--- config.mk ---
export PLATFORM = sky130hd
export DESIGN_NAME = reg_if_arbiter
export DESIGN_NICKNAME = d
export VERILOG_FILES = /design/src/rtl/reg_if_arbiter.sv
export SDC_FILE = /design/constraint.sdc
export NUM_CORES = 1
export LEC_CHECK = 0
export ABC_AREA = 1
export BUFFER_PORTS_ARGS = -buffer_cell sky130_fd_sc_hd__buf_2
export CORE_ASPECT_RATIO = 1.25
export CORE_MARGIN = 2
export CORE_UTILIZATION = 50
export CTS_CLUSTER_DIAMETER = 60
export DETAILED_ROUTE_END_ITERATION = 7
export HOLD_SLACK_MARGIN = 0.03
export PLACE_DENSITY_LB_ADDON = 0.05
export SKIP_CTS_REPAIR_TIMING = 1
export SYNTH_ARGS = -nofsm -noshare
export SYNTH_HDL_FRONTEND = slang
export SYNTH_SLANG_ARGS = --single-unit
--- constraint.sdc ---
create_clock -name clk_25m -period 4.44 [get_ports clk_25m]
set_clock_uncertainty 0.05 [all_clocks]
set_input_delay 0.444 -clock clk_25m [delete_from_list [all_inputs] [get_ports clk_25m]]
set_output_delay 0.444 -clock clk_25m [all_outputs]
set_load 0.01 [all_outputs]
--- src/rtl/reg_if_arbiter.sv ---
// -----------------------------------------------------------------------------
// reg_if_arbiter
//
// Shares one register-file interface between two requesters:
//   requester 0 = MDIO slave backend, requester 1 = on-chip host/debug master.
// Round-robin grant, a single outstanding transaction, the response routed back
// to the granted requester, and a watchdog that completes a transaction the
// register file never acknowledges.
//
// Parameters
//   TIMEOUT_CYC    cycles spent in BUSY before forced completion (0 = off)
//   TIMEOUT_RDATA  read data returned to the requester on a timeout
//
// Ports
//   clk_25m, rst                   25 MHz clock, synchronous active-high reset
//   mX_valid/we/addr/wdata         requester X request (held until mX_ready)
//   mX_rdata, mX_ready             requester X read data and completion pulse
//   reg_if_valid/we/addr/wdata     request towards the register file
//   reg_if_rdata, reg_if_ready     register file response (rdata valid with ready)
//   timeout_pulse                  one-cycle pulse when the watchdog fires
//   grant_id                       requester owning the current/last transaction
// -----------------------------------------------------------------------------
module reg_if_arbiter #(
  parameter int unsigned TIMEOUT_CYC   = 255,
  parameter logic [15:0] TIMEOUT_RDATA = 16'hDEAD
) (
  input  logic        clk_25m,
  input  logic        rst,

  input  logic        m0_valid,
  input  logic        m0_we,
  input  logic [20:0] m0_addr,
  input  logic [15:0] m0_wdata,
  output logic [15:0] m0_rdata,
  output logic        m0_ready,

  input  logic        m1_valid,
  input  logic        m1_we,
  input  logic [20:0] m1_addr,
  input  logic [15:0] m1_wdata,
  output logic [15:0] m1_rdata,
  output logic        m1_ready,

  output logic        reg_if_valid,
  output logic        reg_if_we,
  output logic [20:0] reg_if_addr,
  output logic [15:0] reg_if_wdata,
  input  logic [15:0] reg_if_rdata,
  input  logic        reg_if_ready,

  output logic        timeout_pulse,
  output logic        grant_id
);

  typedef enum logic [1:0] {
    IDLE = 2'd0,
    BUSY = 2'd1,
    RESP = 2'd2
  } state_t;

  // Counter value seen in the last BUSY cycle before the watchdog fires.
  localparam logic [7:0] WD_LAST = 8'(TIMEOUT_CYC - 1);
  localparam bit         WD_EN   = (TIMEOUT_CYC != 0);

  state_t      state;
  logic [7:0]  wd_cnt;
  logic        pick;
  logic        wd_fire;
  logic        done;
  logic [15:0] rsp_data;

  // grant_id doubles as the last-grant record: it only changes on a grant, so
  // with both requesters valid the one that did not win last time is picked.
  assign pick     = (m0_valid && m1_valid) ? ~grant_id : m1_valid;
  assign wd_fire  = WD_EN && (wd_cnt == WD_LAST);
  // A real acknowledge always beats a simultaneous watchdog expiry.
  assign done     = reg_if_ready || wd_fire;
  assign rsp_data = reg_if_ready ? reg_if_rdata : TIMEOUT_RDATA;

  // NOTE: every register here is updated with <= so all reads within the block
  // see the values from before the clock edge, exactly like the flops do.
  always_ff @(posedge clk_25m) begin
    if (rst) begin
      state         <= IDLE;
      wd_cnt        <= '0;
      reg_if_valid  <= 1'b0;
      reg_if_we     <= 1'b0;
      reg_if_addr   <= '0;
      reg_if_wdata  <= '0;
      m0_rdata      <= '0;
      m1_rdata      <= '0;
      m0_ready      <= 1'b0;
      m1_ready      <= 1'b0;
      timeout_pulse <= 1'b0;
      grant_id      <= 1'b1;  // requester 0 wins the first contended grant
    end else begin
      // Single-cycle pulses default low and are raised only where needed.
      m0_ready      <= 1'b0;
      m1_ready      <= 1'b0;
      timeout_pulse <= 1'b0;

      case (state)
        IDLE: begin
          if (m0_valid || m1_valid) begin
            grant_id     <= pick;
            reg_if_we    <= pick ? m1_we    : m0_we;
            reg_if_addr  <= pick ? m1_addr  : m0_addr;
            reg_if_wdata <= pick ? m1_wdata : m0_wdata;
            reg_if_valid <= 1'b1;
            wd_cnt       <= '0;
            state        <= BUSY;
          end
        end

        BUSY: begin
          if (done) begin
            reg_if_valid  <= 1'b0;
            timeout_pulse <= !reg_if_ready;
            if (grant_id) begin
              m1_rdata <= rsp_data;
              m1_ready <= 1'b1;
            end else begin
              m0_rdata <= rsp_data;
              m0_ready <= 1'b1;
            end
            state <= RESP;
          end else if (wd_cnt != 8'hFF) begin
            wd_cnt <= wd_cnt + 8'd1;
          end
        end

        // mX_ready is high for this one cycle; the requester drops valid after it.
        RESP: state <= IDLE;

        default: state <= IDLE;
      endcase
    end
  end

endmodule

==> impl_metrics.tcl <==
set metrics [dict create \
    wl_mm 9.24 \
    dr.pass1.iters 4 \
    cp_num_buf_inv 2 \
    multi_input_area_sq_um 1660 \
    slew_headroom_pct 24.9 \
    overflow 0 \
    die-area_sq_um 7970 \
    worst-endpoint-arrival_ns 2.18 \
    hpwl_mm 6.50 \
    p_seq_share_pct 49.7 \
    dr_total_vias 3710 \
    syn_area_sq_um 3630 \
    slowest_stage "inv_1" \
    core_sq_um 7020 \
    stdcell_count 743 \
    switching_share_pct 29.3 \
    grt_pass1_wl_mm 15.1 \
    die_w_um 80.2 \
    cp-startpoint "rst" \
    clock_power_share_pct 32.0 \
    synth_compound_area_share_pct 19.1 \
    final_core_util_pct 66.5 \
    reg2reg_from "state[1]" \
    p_int_mw 1.21 \
    cp-end-kind "register" \
    p_leak_nw 2.24 \
    finalCriticalPeriod_ns 2.04 \
    yosysWarningCount 0 \
    hold_violations 0 \
    final_common_cell "buf_2" \
    outcome "completed" \
    worst-path-max-fanout 46 \
    start_util_pct 51.7 \
    ir_drop_v 0.000218 \
    synthesis.nets 595 \
    drv_cap 0 \
    critPathCapture "reg_if_addr[0]" \
    seq_area_sq_um 1700 \
    fin_tns_setup_ns 0 \
    synth-seq-cells 85 \
    synth_top_family_by_area "simple AND/OR/NAND/NOR gates" \
    max_stage_delay_ns 0.76 \
    synthMuxAreaShare_pct 0 \
    tritoncts.num_buffers 9 \
    cts_tree "yes" \
    pwr_density_cell_nw_per_um2 367 \
    setup_viol 0 \
    clock_sinks 85 \
    syn_avg_cell_area_sq_um 7.32 \
    timing.fmax_mhz 491 \
    clkLatencyLatePin_ns 0.34 \
    fillerInstances 650 \
    power_mw 1.71 \
    wl_per_cell_um 12.4 \
    finalCritPeriodShare_pct 45.9 \
    drc 0 \
    vias_per_cell 4.99 \
    num_io_pins 172 \
    synthSimpleGateAreaFrac_pct 25.7 \
    ys_types 27 \
    synthCells 496 \
    drtIter0Drc 165 \
    worstPathRequired_ns 4.58 \
    cts_buffer_depth 2 \
    worst_pin_slew_ns 1.13 \
    yosys.area_share.adder_pct 0.689 \
    drive_above_1_share_pct 32.9 \
    final_cell_mix "buf_2, nand2_1, dfxtp_1, o21ai_0, a31oi_1" \
    placed_cells 727 \
    crit_cells 4 \
    syn_to_final_growth_pct 28.5 \
    rsz0062_at_grt "false" \
    drv_slew 0 \
    antenna_found_initial 0 \
    grt_use_total_pct 23.5 \
    cts.htree.levels 3 \
    rrSetupSlack_ns 2.54 \
    die_h_um 99.3 \
    synth-seq-area-share_pct 46.8 \
    num_antenna_cells 0 \
    path_class "in2reg" \
    switchingPower_mw 0.502 \
    cp_top_family "buffers and inverters" \
    final_nets 747 \
    row_count 34 \
    hold_class "in2reg" \
    path_cells "buf_2, inv_1, o21ai_0, a31oi_1" \
    combPwrFrac_pct 18.3 \
    ff2ff_path_depth 5 \
    cts-root-buf "clkbuf_8" \
    synth-xor-area-share_pct 0 \
    grt_pass1_vias 3405 \
    startpoint_type "input port" \
    gp_congestion 0.857 \
    port_buffers 171 \
    clk_pin_slew_ns 0.09 \
    rr_endpoint "reg_if_addr[0]" \
    grt_max_degree 78 \
    final_antenna_net_count 0 \
]
cells in the mapped netlist:
master | number | area share, %
a31oi_1 | 38 | 6.5
clkinv_1 | 3 | 0.31
or2_2 | 3 | 0.52
o21ai_0 | 41 | 5.6
buf_6 | 2 | 0.62
ha_1 | 2 | 0.69
dfxtp_1 | 85 | 47
inv_1 | 21 | 2.2
nand2_4 | 1 | 0.31
nor2_2 | 2 | 0.34
inv_2 | 6 | 0.62
a21oi_2 | 8 | 1.9
nand2_1 | 170 | 18
nor2_1 | 20 | 2.1
clkbuf_1 | 17 | 1.8
nand3_1 | 13 | 1.8
buf_2 | 11 | 1.5
o21ai_1 | 5 | 0.69
clkinv_4 | 2 | 0.48
nand4_1 | 1 | 0.17
nand3_2 | 1 | 0.28
nor3_1 | 1 | 0.14
a21oi_1 | 31 | 4.3
nand2_2 | 1 | 0.17
buf_4 | 1 | 0.21
or2_1 | 8 | 1.4
nand3_4 | 2 | 0.96
registers in the layout, indices dropped and copies added, names as in the netlist:
signal / cells
m1_rdata: 16
m1_ready: 1
grant_id: 1
reg_if_we: 1
m0_ready: 1
state: 2
reg_if_wdata: 16
m0_rdata: 16
timeout_pulse: 1
wd_cnt: 8
reg_if_addr: 21
reg_if_valid: 1
per-stage QoR:
step	worst slack [ns]	cell area, sq um	hold WS, ns
finish	2.40	4670	0.310
global route	2.18	4670	0.293
CTS	2.44	4670	0.285
detailed placement	2.03	4460	0.404
global placement	2.06	4460	0.400
floorplan	2.93	3630	0.417
power groups by stage:
stage | combinational, mW | clock [mW] | sequential (mW)
detailed placement | 0.315 | 0 | 0.868
finish | 0.313 | 0.548 | 0.852
global route | 0.353 | 0.597 | 0.861
floorplan | 0.166 | 0 | 0.894
global placement | 0.310 | 0 | 0.868
CTS | 0.315 | 0.568 | 0.852
how the worst min path moves through the flow:
stage	from	endpoint	slack, ns	depth (start not counted)
2_1_floorplan	wd_cnt[4]	wd_cnt[4]	0.42	2
4_1_cts	m1_addr[0]	reg_if_addr[0]	0.29	3
5_1_grt	m0_addr[18]	reg_if_addr[18]	0.29	3
3_5_place_dp	m0_rdata[7]	m0_rdata[7]	0.40	2
3_3_place_gp	m0_rdata[2]	m0_rdata[2]	0.40	2
6_report	m0_addr[3]	reg_if_addr[3]	0.31	3
cell families after synthesis:
| group | Yosys count |
|---|---|
| simple gates | 223 |
| compound gates | 123 |
| flops | 85 |
| buf+inv | 63 |
| fa+ha+maj | 2 |
final cells by class:
type                            count  area share (%)
Inverter                           32            2.79
Sequential cell                    85            36.5
Clock buffer                        9            2.65
Multi-Input combinational cell    348            35.5
Tap cell                           90            2.41
Clock inverter                      7            1.72
Timing Repair Buffer              172            18.5
tightest hold or removal path: cells and delay by family:
kind | cells | cell delay [ns]
buffers and inverters | 1 | 0.09
AO/OA/AOI/OAI | 1 | 0.07
AND/OR/NAND/NOR | 1 | 0.05
routing by layer:
| layer | routed length (um) | GRT usage (%) | share of wire, % |
|---|---|---|---|
| met4 | 231 | 10.8 | 2.5 |
| met2 | 4410 | 38.7 | 48 |
| met5 | 0 | 0 | 0 |
| met1 | 3950 | 29.4 | 43 |
| met3 | 651 | 4.72 | 7.0 |
Power figures use the tool's default switching activity.
